[src/rtl/uart_tx_arbiter.sv]
// uart_tx_arbiter: round-robin scheduler sharing one UART transmit path among
// NUM_REQ requesters. The winner's word is latched and announced with a start
// pulse. The frame then waits for a rising edge on tx_done_i, or aborts after
// TIMEOUT cycles.
//
// Ports:
//   clk, reset_n   clock, asynchronous active-low reset
//   enable_i       1 = new grants allowed; 0 = finish current frame, then idle
//   req_valid_i    per-requester word valid
//   req_data_i     packed words, requester k at [k*DATA_W +: DATA_W]
//   req_ready_o    one-hot accept strobe to the winner (same-cycle, IDLE only)
//   tx_done_i      UART transmit-done level; completion is its rising edge
//   tx_data_o      latched word for the UART TX data register
//   start_tx_o     one-cycle start pulse (registered, high only in SEND)
//   busy_o         high while not IDLE (registered)
//   grant_id_o     index of current/last granted requester
//   done_o         one-cycle pulse on normal completion
//   timeout_o      one-cycle pulse on timeout abort
//
// req_ready_o, done_o and timeout_o are decoded in the cycle of the event.
// The decode uses registered state and tx_done_q, so the handshake and
// edge-detect latencies stay at a single cycle.
module uart_tx_arbiter #(
  parameter int unsigned NUM_REQ = 4,
  parameter int unsigned DATA_W  = 32,
  parameter int unsigned TIMEOUT = 100000,
  parameter int unsigned CNT_W   = 17
) (
  input  logic                              clk,
  input  logic                              reset_n,
  input  logic                              enable_i,
  input  logic [NUM_REQ-1:0]                req_valid_i,
  input  logic [NUM_REQ*DATA_W-1:0]         req_data_i,
  output logic [NUM_REQ-1:0]                req_ready_o,
  input  logic                              tx_done_i,
  output logic [DATA_W-1:0]                 tx_data_o,
  output logic                              start_tx_o,
  output logic                              busy_o,
  output logic [$clog2(NUM_REQ)-1:0]        grant_id_o,
  output logic                              done_o,
  output logic                              timeout_o
);

  localparam int unsigned ID_W = $clog2(NUM_REQ);
  localparam logic [CNT_W-1:0] TO_LAST = (TIMEOUT == 0) ? '0 : CNT_W'(TIMEOUT - 1);
  localparam logic [ID_W-1:0]  PTR_RST = ID_W'(NUM_REQ - 1);

  typedef enum logic [1:0] {
    IDLE      = 2'd0,
    SEND      = 2'd1,
    WAIT_DONE = 2'd2
  } state_t;

  state_t           state, state_n;
  logic [ID_W-1:0]  rr_ptr;
  logic [ID_W-1:0]  winner;
  logic [ID_W-1:0]  idx;
  logic             any_win;
  logic             grant;
  logic             tx_done_q;
  logic             done_edge;
  logic             cnt_hit;
  logic [CNT_W-1:0] cnt;

  // Round-robin search starting just after the last granted requester
  always_comb begin
    winner  = '0;
    any_win = 1'b0;
    idx     = '0;
    for (int unsigned i = 1; i <= NUM_REQ; i++) begin
      idx = ID_W'((32'(rr_ptr) + i) % NUM_REQ);
      if (!any_win && req_valid_i[idx]) begin
        any_win = 1'b1;
        winner  = idx;
      end
    end
  end

  // reset_n gating keeps the accept strobe low while reset is held
  assign grant       = (state == IDLE) && enable_i && reset_n && any_win;
  assign req_ready_o = grant ? (NUM_REQ'(1) << winner) : '0;

  assign done_edge = tx_done_i & ~tx_done_q;
  assign cnt_hit   = (TIMEOUT != 0) && (cnt == TO_LAST);

  // Next state and completion pulses; done takes priority over timeout
  always_comb begin
    state_n   = state;
    done_o    = 1'b0;
    timeout_o = 1'b0;
    unique case (state)
      IDLE: begin
        if (grant) state_n = SEND;
      end
      SEND: begin
        state_n = WAIT_DONE;
      end
      WAIT_DONE: begin
        if (done_edge) begin
          done_o  = 1'b1;
          state_n = IDLE;
        end else if (cnt_hit) begin
          timeout_o = 1'b1;
          state_n   = IDLE;
        end
      end
      default: state_n = IDLE;
    endcase
  end

  // State register and registered outputs
  always_ff @(posedge clk or negedge reset_n) begin
    if (!reset_n) begin
      state      <= IDLE;
      rr_ptr     <= PTR_RST;
      tx_done_q  <= 1'b1;
      cnt        <= '0;
      tx_data_o  <= '0;
      grant_id_o <= '0;
      start_tx_o <= 1'b0;
      busy_o     <= 1'b0;
    end else begin
      state      <= state_n;
      tx_done_q  <= tx_done_i;
      start_tx_o <= (state_n == SEND);
      busy_o     <= (state_n != IDLE);
      if (grant) begin
        tx_data_o  <= req_data_i[32'(winner)*DATA_W +: DATA_W];
        grant_id_o <= winner;
        rr_ptr     <= winner;
      end
      if (state == SEND) begin
        cnt <= '0;
      end else if (state == WAIT_DONE) begin
        cnt <= cnt + CNT_W'(1);
      end
    end
  end

endmodule
[config.mk]
export PLATFORM = sky130hd
export DESIGN_NAME = uart_tx_arbiter
export DESIGN_NICKNAME = d
export VERILOG_FILES = /design/src/rtl/uart_tx_arbiter.sv
export SDC_FILE = /design/constraint.sdc
export NUM_CORES = 1
export LEC_CHECK = 0
export ABC_CLOCK_PERIOD_IN_PS = 3870
export BUFFER_PORTS_ARGS = -buffer_cell sky130_fd_sc_hd__buf_2
export CAP_MARGIN = 10
export CORE_UTILIZATION = 45
export DETAILED_ROUTE_END_ITERATION = 12
export PLACE_DENSITY = 0.77
export SYNTH_ARGS = -nofsm -noshare
export SYNTH_HDL_FRONTEND = slang
export SYNTH_SLANG_ARGS = --single-unit
[constraint.sdc]
create_clock -name clk -period 3.87 [get_ports clk]
set_input_delay 0.774 -clock clk [delete_from_list [all_inputs] [get_ports clk]]
set_output_delay 0.774 -clock clk [all_outputs]
set_load 0.02 [all_outputs]
=== Yosys cells after proc, flatten, opt, wreduce, memory -nomap -nowiden ===
Cells that the tools add are included.

* Bits in registers: 58
* Output and inout bits: 42
* Bits of input ports: 136
* Logic and storage cells: 65

* Bitwise logic cells: 2
* Shift operators: 2
* Add/sub/neg operators: 5
* Reduce and logical (&&, ||, !) cells: 12
* Equal/unequal tests: 4
* $lt $le $gt $ge: 4
* Muxes and demuxes: 28

{| class="wikitable"
|+ Operators by type and width
! operator !! number
|-
| $shiftx 128x8->32 || 1
|-
| $mux 17 || 2
|-
| $add 17x1->17 const B || 1
|-
| $eq 17x17->1 const B || 1
|-
| $mux 2 || 7
|-
| $mux 1 || 13
|-
| $lt 2x3->1 const B || 4
|-
| $bmux 1 s2 || 4
|-
| $logic_and 1x1->1 || 6
|-
| $pmux 2 s3 || 1
|-
| $add 2x1->2 const B || 2
|-
| $add 2x2->2 const B || 2
|-
| $eq 2x1->1 const B || 2
|-
| $mux 4 || 1
|-
| $reduce_bool 2->1 || 2
|-
| $shl 1x2->4 const A || 1
|-
| $logic_not 1->1 || 3
|-
| $eq 2x2->1 const B || 1
|-
| $logic_not 2->1 || 1
|-
| $and 1x1->1 || 1
|-
| $not 1->1 || 1
|}

=== Longest topological paths before layout ===
Gate-level depths: netlist of run 1.

* Depth after elaboration: 17
* Mapped depth: 8
* Depth with buffers taken out: 7

=== Worst setup path after synthesis of run 1 ===
OpenSTA, ideal clock, no wires.

* Path kind: input -> output
* Start: input req_valid_i[3]
* End: output req_ready_o[3]
* Data required time: 3096 ps
* Data arrival time: 2093 ps
* Cell stages on the path: 5
* Path slack: 1003 ps
* Buffers on the path: 2
* Cells stage by stage: or4_1 and4_4 buf_2 clkbuf_1 and3_1

* Word-level cells in the longest chain between the ends: 14
* Elaborated cells between the ends (all ways): 25
* Those cells by class: 1 x shift; 17 x mux; 7 x reduce/logical

{| class="wikitable"
|+ Ends and longest elaborated chain
! item !! RTL line !! RTL
|-
| start, declared || 32 || <nowiki>input logic [NUM_REQ-1:0] req_valid_i,</nowiki>
|-
| $bmux 1 s2 || 72 || <nowiki>if (!any_win && req_valid_i[idx]) begin</nowiki>
|-
| $mux 1 (not written as such) || 72 ||
|-
| $mux 1 || 72 ||
|-
| $logic_not 1->1 || 72 ||
|-
| $logic_and 1x1->1 || 72 ||
|-
| $mux 1 || 72 ||
|-
| $logic_not 1->1 || 72 ||
|-
| $logic_and 1x1->1 || 72 ||
|-
| $mux 1 || 72 ||
|-
| $logic_not 1->1 || 72 ||
|-
| $logic_and 1x1->1 || 72 ||
|-
| $mux 2 or $mux 1 (tied branches) || 72 ||
|-
| $shl 1x2->4 or $logic_and 1x1->1 (tied branches) || 81, 80 ||
|-
| $mux 4 (*) || 81 || <nowiki>assign req_ready_o = grant ? (NUM_REQ'(1) << winner) : '0;</nowiki>
|-
| end, declared || 34 || <nowiki>output logic [NUM_REQ-1:0] req_ready_o,</nowiki>
|}

Every way passes the cells marked *; elsewhere a longest branch is shown, timed or not. The select of a mux whose other input is x is not followed.

=== Final worst setup path of run 1 ===
* Start: register state[1]
* End: output req_ready_o[2]

* Word-level cells in the longest chain between the ends: 5

{| class="wikitable"
|+ Ends and longest elaborated chain
! item !! RTL line !! RTL
|-
| start, declared || 54 || <nowiki>state_t state, state_n;</nowiki>
|-
| start signal, assigned || 123 || <nowiki>state <= state_n;</nowiki>
|-
| $logic_not 2->1 || 80 || <nowiki>assign grant = (state == IDLE) && enable_i && reset_n && any_win;</nowiki>
|-
| $logic_and 1x1->1 (3 in series) || 80 ||
|-
| $mux 4 || 81 ||
|}

No other way between the ends.

==> flow_metrics.env, run 1 <==
export IMPL_drive_above_1_share_pct=45.9
export IMPL_cts_repair_resized=0
export IMPL_final_seq_area_mm2=0.00146
export IMPL_max_cap_violations=0
export IMPL_clock_latency_ns=0.33
export IMPL_hold_class="reg -> reg"
export IMPL_status="completed"
export IMPL_pin_count=178
export IMPL_reg2reg_slack_ns=1.45
export IMPL_clock_path_buffers=2
export IMPL_crit_path_max_fanout=39
export IMPL_drt_total_wl_mm=10.9
export IMPL_synthArstFlopShare_pct=100
export IMPL_tightest_slew_ns=0.752
export IMPL_syn_avg_cell_area_um2=9.60
export IMPL_post_cts_buffers=0
export IMPL_synth_flop_cell="dfrtp_1"
export IMPL_dp_worst_setup_slack_ns=0.506
export IMPL_die_w_um=95.6
export IMPL_rr_startpoint="state[1]"
export IMPL_arrival_ns=2.61
export IMPL_synth_top_area_share_pct=34.9
export IMPL_setup_violations=0
export IMPL_grt_max_degree=60
export IMPL_synth_cell_types=45
export IMPL_multi_input_area_mm2=0.00227
export IMPL_wl_met2_mm=5.49
export IMPL_min_to="grant_id_o[1]"
export IMPL_drc=0
export IMPL_dieHeight_um=95.6
export IMPL_final_cell_mix="buf_2 (177), a211oi_2 (56), nor2_1 (55), dfrtp_1 (55), nand2_1 (44)"
export IMPL_finish_utilization_pct=60.3
export IMPL_rsz0062_at_grt="false"
export IMPL_irDropWorstVdd_v=0.000389
export IMPL_period_share_pct=87.4
export IMPL_drtIter0Drc=135
export IMPL_place_hpwl_mm=7.76
export IMPL_fin_cells=687
export IMPL_ys_warn_count=0
export IMPL_area_delta_synth_final_pct=27.5
export IMPL_placementRows=33
export IMPL_cp_startpoint="state[1]"
export IMPL_min_from="grant_id_o[1]"
export IMPL_finalMaxSlewViolations=0
export IMPL_slew_headroom_pct=49.9
export IMPL_tns_ns=0
export IMPL_synth_yosys_seq_area_share_pct=36.9
export IMPL_grt_total_usage_pct=23.2
export IMPL_gp_congestion=0.803
export IMPL_nets=718
export IMPL_path_clk_slew_ns=0.06
export IMPL_synth_seq_cells=58
export IMPL_diodes=0
export IMPL_cp_required_ns=3.10
export IMPL_dieArea_mm2=0.00915
export IMPL_cts_root_buffer="clkbuf_8"
export IMPL_fmax_ghz=0.296
export IMPL_crit_path_end_kind="primary output"
export IMPL_wl_met3_um=600
export IMPL_vias=3748
export IMPL_netlist_instances=411
export IMPL_clock_skew_ns=0.00723
export IMPL_synth_fp_nets=552
export IMPL_power_density_mw_per_mm2=627
export IMPL_route_top_layer_used="met4"
export IMPL_cts_max_level=3
export IMPL_viasPerCell=5.46
export IMPL_holdPathStages=1
export IMPL_cts_hold_buf=0
export IMPL_portBuffers=177
export IMPL_worst_slack_ns=0.488
export IMPL_cts_sinks=58
export IMPL_synth_area_leaders="dfrtp_1 (35%), a211oi_2 (18%), mux2i_1 (8.4%)"
export IMPL_first_pass_iters=4
export IMPL_coreArea_mm2=0.00834
export IMPL_cts_tree="built"
export IMPL_mappedNetlistArea_mm2=0.00395
export IMPL_grt_pass1_vias=3429
export IMPL_antenna_found_initial=0
export IMPL_yosysTopAreaCell="dfrtp_1"
export IMPL_hold_viol_final=0
export IMPL_p_leak_nw=2.39
export IMPL_grt_overflow=0
export IMPL_cp_start_kind="flop"
export IMPL_path_class="reg -> out"
export IMPL_wire_per_inst_um=15.8
export IMPL_numCtsBuffers=9
export IMPL_wl_met1_mm=4.59
export IMPL_fin_crit_ns=3.38
export IMPL_initial_core_util_pct=47.3
export IMPL_r2r_end="tx_data_o[17]"
export IMPL_reg2reg_depth=7
export IMPL_ant_nets=0
export IMPL_fill_cells=758
export IMPL_mostFrequentLayoutCell="buf_2"
export IMPL_grt_pass1_wl_mm=16.4
export IMPL_synth_edff_count=0
export IMPL_dp_cells=671
==> worst max-delay path, stage by stage (launching register included) <==
cell	delay (ns)
dfrtp_1	0.44
inv_1	0.12
ha_1	0.23
and4_4	0.54
and2_4	0.59
nor2b_1	0.19
buf_2	0.16
==> power by group <==
group / internal, mW / switching, mW / total (mW)
Sequential: 0.846 / 0.155 / 1.00
Combinational: 0.605 / 0.989 / 1.59
Clock: 0.333 / 0.228 / 0.561
Total: 1.78 / 1.37 / 3.16
==> metrics by stage <==
stage | hold WS (ns) | total power [mW] | cell area (µm²)
after floorplan | 0.478 | 2.16 | 3950
after global placement | 0.480 | 2.56 | 4830
after detailed placement | 0.481 | 2.61 | 4830
after CTS | 0.505 | 3.18 | 5030
after global routing | 0.512 | 3.37 | 5030
final | 0.517 | 3.16 | 5030
==> area by class of cell <==
cell class	count	share of cell area [%]
clock buffer	14	3.23
tap	105	2.61
sequential	58	28.9
inverter	7	0.522
multi-input combinational	316	45.2
clock inverter	2	0.696
timing repair buffer	185	18.8
==> worst max path at each step <==
stage / end / slack (ns) / cells after the start
finish: req_ready_o[2] / 0.49 / 6
global route: req_ready_o[2] / 0.34 / 6
CTS: req_ready_o[2] / 0.43 / 6
detailed placement: req_ready_o[2] / 0.51 / 6
global placement: req_ready_o[2] / 0.50 / 6
floorplan: req_ready_o[3] / 1.00 / 5
==> cell families (layout without fill, tap and decap cells) <==
family                   count (synthesis)  after routing  share of synthesized area, %
AO/OA/AOI/OAI                           94             94                          24.3
XOR/XNOR                                 9              9                          2.00
adder cells (fa/ha/maj)                  5              5                          1.59
buffers and inverters                   37            208                          5.90
flip-flops                              58             58                          36.9
multiplexers                            35             35                          8.94
AND/OR/NAND/NOR                        173            173                          20.4
==> sequential cells by signal, summed over array words and instances, names as in the netlist <==
register / cells
tx_done_q: 1
start_tx_o: 1
rr_ptr: 2
cnt: 17
state: 2
tx_data_o: 32
busy_o: 1
grant_id_o: 2
==> metal layers <==
metal	vias up	GRT usage, %
met5	-	0
met4	0	7.71
met3	20	3.11
met2	135	41.3
met1	1778	28.8
li1	1815	-
==> synthesized netlist by cell type, types with 2 or more instances <==
cell / number
dfrtp_1: 55
a21boi_1: 2
nand2_1: 44
nand4_1: 4
ha_1: 5
a21oi_1: 9
nor4_1: 2
nor2_1: 56
mux2i_1: 33
a21o_1: 2
nor3_1: 35
o21ai_1: 2
and4_1: 2
buf_2: 3
xnor2_1: 5
xor2_1: 4
clkbuf_1: 13
nand2b_1: 5
and3_1: 3
nand3_1: 4
dfstp_2: 3
inv_1: 7
clkbuf_4: 3
buf_6: 10
a211oi_2: 56
nor2b_1: 3
or3_1: 6
a211oi_1: 8
nand3b_1: 3
mux2_2: 2
o21ai_0: 7
a31oi_1: 2
(Power assumes the default switching activity.)
==> run 2: changes to the inputs <==
--- a/config.mk
+++ b/config.mk
@@ -8,6 +8,7 @@
 export ABC_CLOCK_PERIOD_IN_PS = 3870
 export BUFFER_PORTS_ARGS = -buffer_cell sky130_fd_sc_hd__buf_2
 export CAP_MARGIN = 10
+export CORE_MARGIN = 1.5
 export CORE_UTILIZATION = 45
 export DETAILED_ROUTE_END_ITERATION = 12
 export PLACE_DENSITY = 0.77
==> run 2 against run 1 <==
Effect of this change:
- via count decreased by 0.69%
- clock skew barely moved
- count of clock-buffer cells in the layout is 1 lower
- combinational power about the same
- worst setup slack better by 0.0053 ns
- die area grew 2.1%
- routed wire length rose by 0.64%
- highest routed layer unchanged
==> flow_metrics.env, run 2 (synthesis results as in run 1) <==
export IMPL_finalMaxSlewViolations=0
export IMPL_clock_latency_ns=0.32
export IMPL_dieArea_mm2=0.00934
export IMPL_crit_path_max_fanout=39
export IMPL_grt_pass1_vias=3771
export IMPL_drc=0
export IMPL_grt_max_degree=60
export IMPL_cts_sinks=58
export IMPL_period_share_pct=87.2
export IMPL_wire_per_inst_um=16.0
export IMPL_path_class="reg -> out"
export IMPL_worst_slack_ns=0.494
export IMPL_dieHeight_um=96.6
export IMPL_largest_reg_flops=32
export IMPL_irDropWorstVdd_v=0.000376
export IMPL_reg_largest_list="tx_data_o: 32 flops, cnt: 17 flops"
export IMPL_place_hpwl_mm=8.10
export IMPL_antenna_found_initial=0
export IMPL_cts_tree="built"
export IMPL_holdPathStages=1
export IMPL_slew_headroom_pct=47.7
export IMPL_first_pass_iters=4
export IMPL_grt_pass1_wl_mm=17.8
export IMPL_crit_path_end_kind="primary output"
export IMPL_final_seq_area_mm2=0.00146
export IMPL_max_cap_violations=0
export IMPL_fmax_ghz=0.296
export IMPL_post_cts_buffers=0
export IMPL_cp_required_ns=3.10
export IMPL_reg2reg_depth=6
export IMPL_status="completed"
export IMPL_portBuffers=177
export IMPL_tightest_slew_ns=0.781
export IMPL_tns_ns=0
export IMPL_drive_above_1_share_pct=46.1
export IMPL_vias=3722
export IMPL_cts_root_buffer="clkbuf_8"
export IMPL_clock_path_buffers=2
export IMPL_top_register="tx_data_o"
export IMPL_p_leak_nw=2.40
export IMPL_multi_input_area_mm2=0.00227
export IMPL_hold_class="reg -> reg"
export IMPL_diodes=0
export IMPL_rr_startpoint="rr_ptr[1]"
export IMPL_setup_violations=0
export IMPL_cts_repair_resized=0
export IMPL_die_w_um=96.6
export IMPL_path_clk_slew_ns=0.06
export IMPL_ant_nets=0
export IMPL_power_density_mw_per_mm2=630
export IMPL_mostFrequentLayoutCell="buf_2"
export IMPL_pin_count=178
export IMPL_cts_max_level=3
export IMPL_numCtsBuffers=9
export IMPL_drtIter0Drc=104
export IMPL_final_cell_mix="buf_2 (177), a211oi_2 (56), nor2_1 (55), dfrtp_1 (55), nand2_1 (44)"
export IMPL_gp_congestion=0.835
export IMPL_hold_viol_final=0
export IMPL_viasPerCell=5.43
export IMPL_placementRows=33
export IMPL_rsz0062_at_grt="false"
export IMPL_grt_total_usage_pct=23.3
export IMPL_drt_total_wl_mm=11.0
export IMPL_nets=718
export IMPL_min_from="grant_id_o[1]"
export IMPL_clock_skew_ns=0.00765
export IMPL_area_delta_synth_final_pct=27.6
export IMPL_initial_core_util_pct=47.3
export IMPL_grt_overflow=0
export IMPL_fin_crit_ns=3.38
export IMPL_fill_cells=751
export IMPL_coreArea_mm2=0.00834
export IMPL_cp_start_kind="flop"
export IMPL_dp_worst_setup_slack_ns=0.495
export IMPL_arrival_ns=2.60
export IMPL_cts_hold_buf=0
export IMPL_cp_startpoint="state[0]"
export IMPL_power_mw=3.17
## run 2: cell type report
type | count | share of cell area [%]
clock buffer | 13 | 3.35
clock inverter | 2 | 0.695
inverter | 7 | 0.522
multi-input combinational | 316 | 45.2
sequential | 58 | 28.9
tap | 105 | 2.61
timing repair buffer | 185 | 18.8
## run 2: final timing paths
| check | slack, ns | end |
|---|---|---|
| worst max-delay path | 0.49 | req_ready_o[2] |
| worst min-delay path | 0.51 | grant_id_o[1] |
| worst max register to register | 1.19 | tx_data_o[4] |
| worst min register to register | 0.51 | grant_id_o[1] |
| max in group asynchronous | 2.74 | tx_data_o[8] |
| min in group asynchronous | 0.64 | cnt[0] |
## run 2: stage by stage
step | hold slack (ns) | instance area [µm²] | util (%) | instances
6_report | 0.512 | 5040 | 60.4 | 686
4_1_cts | 0.504 | 5040 | 60.4 | 686
2_1_floorplan | 0.478 | 3950 | - | 411
3_5_place_dp | 0.481 | 4830 | 58.0 | 671
3_3_place_gp | 0.480 | 4830 | 58.0 | 671
5_1_grt | 0.525 | 5040 | 60.4 | 686
## run 2: report_power, final
part | leakage (nW) | internal [mW] | switching [mW]
Sequential | 0.687 | 0.845 | 0.154
Clock | 0.106 | 0.346 | 0.225
Combinational | 1.60 | 0.607 | 0.997
Total | 2.40 | 1.80 | 1.38
## run 2: routing by layer
metal | share of wire [%] | up-vias | track usage [%]
li1 | - | 1820 | -
met1 | 41 | 1756 | 27.8
met2 | 51 | 126 | 40.5
met3 | 5.6 | 20 | 6.29
met4 | 2.2 | 0 | 7.47
met5 | 0 | - | 0
## run 2: critical path, stage by stage (launching register included)
cell and delay (ns):
dfrtp_1 0.44, inv_1 0.12, ha_1 0.22, and4_4 0.53, and2_4 0.59, nor2b_1 0.19
buf_2 0.17
==> run 3: changes to the inputs <==
--- a/config.mk
+++ b/config.mk
@@ -11,7 +11,7 @@
 export CORE_MARGIN = 1.5
 export CORE_UTILIZATION = 45
 export DETAILED_ROUTE_END_ITERATION = 12
-export PLACE_DENSITY = 0.77
+export PLACE_DENSITY = 0.73
 export SYNTH_ARGS = -nofsm -noshare
 export SYNTH_HDL_FRONTEND = slang
 export SYNTH_SLANG_ARGS = --single-unit
==> run 3 against run 2 <==
Effect of this change:
- utilization grew 0.090 points
- sequential power about the same
- combinational power about the same
- non-clock buffer count is the same
- global-route usage grew 0.13 points
- final cell count up 0.15%
- flip-flop and latch count unchanged
- sequential share of layout area hardly changed
- register-to-register slack improved by 0.36 ns
- fmax decreased by 1.4%
- critical path type unchanged
==> flow_metrics.env, run 3 (synthesis results as in run 1) <==
export IMPL_top_register="tx_data_o"
export IMPL_max_cap_violations=0
export IMPL_hold_class="reg -> reg"
export IMPL_path_class="reg -> out"
export IMPL_cts_sinks=58
export IMPL_area_delta_synth_final_pct=27.8
export IMPL_grt_total_usage_pct=23.4
export IMPL_coreArea_mm2=0.00834
export IMPL_portBuffers=177
export IMPL_die_w_um=96.6
export IMPL_clock_latency_ns=0.32
export IMPL_path_delay_family="simple AND/OR/NAND/NOR gates"
export IMPL_power_density_mw_per_mm2=638
export IMPL_cts_max_level=3
export IMPL_finalMaxSlewViolations=0
export IMPL_grt_pass1_vias=3647
export IMPL_crit_buf_inv=2
export IMPL_nets=718
export IMPL_dp_worst_setup_slack_ns=0.487
export IMPL_dieArea_mm2=0.00934
export IMPL_dieHeight_um=96.6
export IMPL_diodes=0
export IMPL_viasPerCell=5.46
export IMPL_post_cts_buffers=0
export IMPL_mostFrequentLayoutCell="buf_2"
export IMPL_cp_start_kind="flop"
export IMPL_cts_root_buffer="clkbuf_8"
export IMPL_crit_slowest_cell="and2_4"
export IMPL_wire_per_inst_um=15.9
export IMPL_place_hpwl_mm=8.06
export IMPL_gp_congestion=0.790
export IMPL_fin_crit_ns=3.42
export IMPL_rsz0062_at_grt="false"
export IMPL_critical_path_max_stage_delay_ns=0.62
export IMPL_fmax_ghz=0.292
export IMPL_grt_max_degree=60
export IMPL_setup_violations=0
export IMPL_pin_count=178
export IMPL_drtIter0Drc=190
export IMPL_largest_reg_flops=32
export IMPL_first_pass_iters=4
export IMPL_crit_chain="inv_1 -> ha_1 -> and4_4 -> and2_4 -> nor2b_1 -> buf_2"
export IMPL_drt_total_wl_mm=10.9
export IMPL_fill_cells=748
export IMPL_tns_ns=0
export IMPL_placementRows=33
export IMPL_cts_repair_resized=0
export IMPL_cp_required_ns=3.10
export IMPL_reg_largest_list="tx_data_o: 32 flops, cnt: 17 flops"
export IMPL_period_share_pct=88.4
export IMPL_slew_headroom_pct=50.4
export IMPL_path_clk_slew_ns=0.06
export IMPL_ant_nets=0
export IMPL_vias=3748
export IMPL_grt_pass1_wl_mm=18.1
export IMPL_hold_viol_final=0
export IMPL_p_leak_nw=2.40
export IMPL_drive_above_1_share_pct=46.2
export IMPL_cts_tree="built"
export IMPL_drc=0
export IMPL_initial_core_util_pct=47.3
export IMPL_irDropWorstVdd_v=0.000374
export IMPL_cts_hold_buf=0
export IMPL_numCtsBuffers=9
export IMPL_worst_slack_ns=0.447
export IMPL_arrival_ns=2.65
export IMPL_grt_overflow=0
export IMPL_crit_path_end_kind="primary output"
export IMPL_clock_path_buffers=2
export IMPL_clock_skew_ns=0.00970
export IMPL_tightest_slew_ns=0.744
export IMPL_status="completed"
export IMPL_final_cell_mix="buf_2 (177), a211oi_2 (56), nor2_1 (55), dfrtp_1 (55), nand2_1 (44)"
export IMPL_antenna_found_initial=0
export IMPL_crit_path_max_fanout=39
-- run 3: changes by cell type in the layout (fill, tap and decap cells not counted), sizes merged --
cell      before  now
bufinv         1    2
clkbuf        13   11
clkinv         1    2
clkinvlp       0    1
-- run 3: through the flow --
| step | total power [mW] | cells | hold slack (ns) | util (%) | cell area (µm²) |
|---|---|---|---|---|---|
| finish | 3.22 | 687 | 0.486 | 60.5 | 5040 |
| floorplan | 2.16 | 411 | 0.478 | - | 3950 |
| CTS | 3.24 | 687 | 0.487 | 60.5 | 5040 |
| global placement | 2.56 | 671 | 0.483 | 57.9 | 4830 |
| detailed placement | 2.62 | 671 | 0.464 | 57.9 | 4830 |
| global route | 3.42 | 687 | 0.535 | 60.5 | 5040 |
-- run 3: cell type report --
| cell class | count | area (µm²) | area share, % |
|---|---|---|---|
| Sequential cell | 58 | 1460 | 28.8 |
| Clock buffer | 11 | 141 | 2.80 |
| Inverter | 7 | 26.3 | 0.521 |
| Timing Repair Buffer | 185 | 946 | 18.7 |
| Clock inverter | 5 | 77.6 | 1.54 |
| Tap cell | 105 | 131 | 2.60 |
| Multi-Input combinational cell | 316 | 2270 | 44.9 |
-- run 3: worst register-to-register path, cell delays in order (launching register included) --
cell and delay [ns]:
dfrtp_1 0.44, inv_1 0.12, ha_1 0.22, and4_4 0.53, o31ai_4 0.17, buf_4 0.31
a211oi_1 0.31, a211oi_1 0.08
-- run 3: path summary, 6_finish.rpt --
path | to | cells after the start | slack [ns] | from
max | req_ready_o[2] | 6 | 0.45 | state[0]
min | grant_id_o[1] | 1 | 0.49 | grant_id_o[1]
max reg2reg | tx_data_o[17] | 7 | 1.55 | state[0]
min reg2reg | grant_id_o[1] | 1 | 0.49 | grant_id_o[1]
max in group asynchronous | tx_data_o[30] | 2 | 2.74 | reset_n
min in group asynchronous | cnt[5] | 2 | 0.64 | reset_n
-- run 3: where the power goes --
group | total [mW] | leakage [nW] | internal, mW | switching [mW]
logic | 1.61 | 1.60 | 0.605 | 1.00
registers | 0.997 | 0.687 | 0.845 | 0.152
clock network | 0.615 | 0.109 | 0.378 | 0.237
total | 3.22 | 2.40 | 1.83 | 1.39
-- run 3: per-layer routing --
layer	part of all wire, %	vias up	track usage, %
li1	-	1822	-
met1	45	1769	30.4
met2	49	139	39.9
met3	4.9	18	3.61
met4	1.8	0	7.36
met5	0	-	0
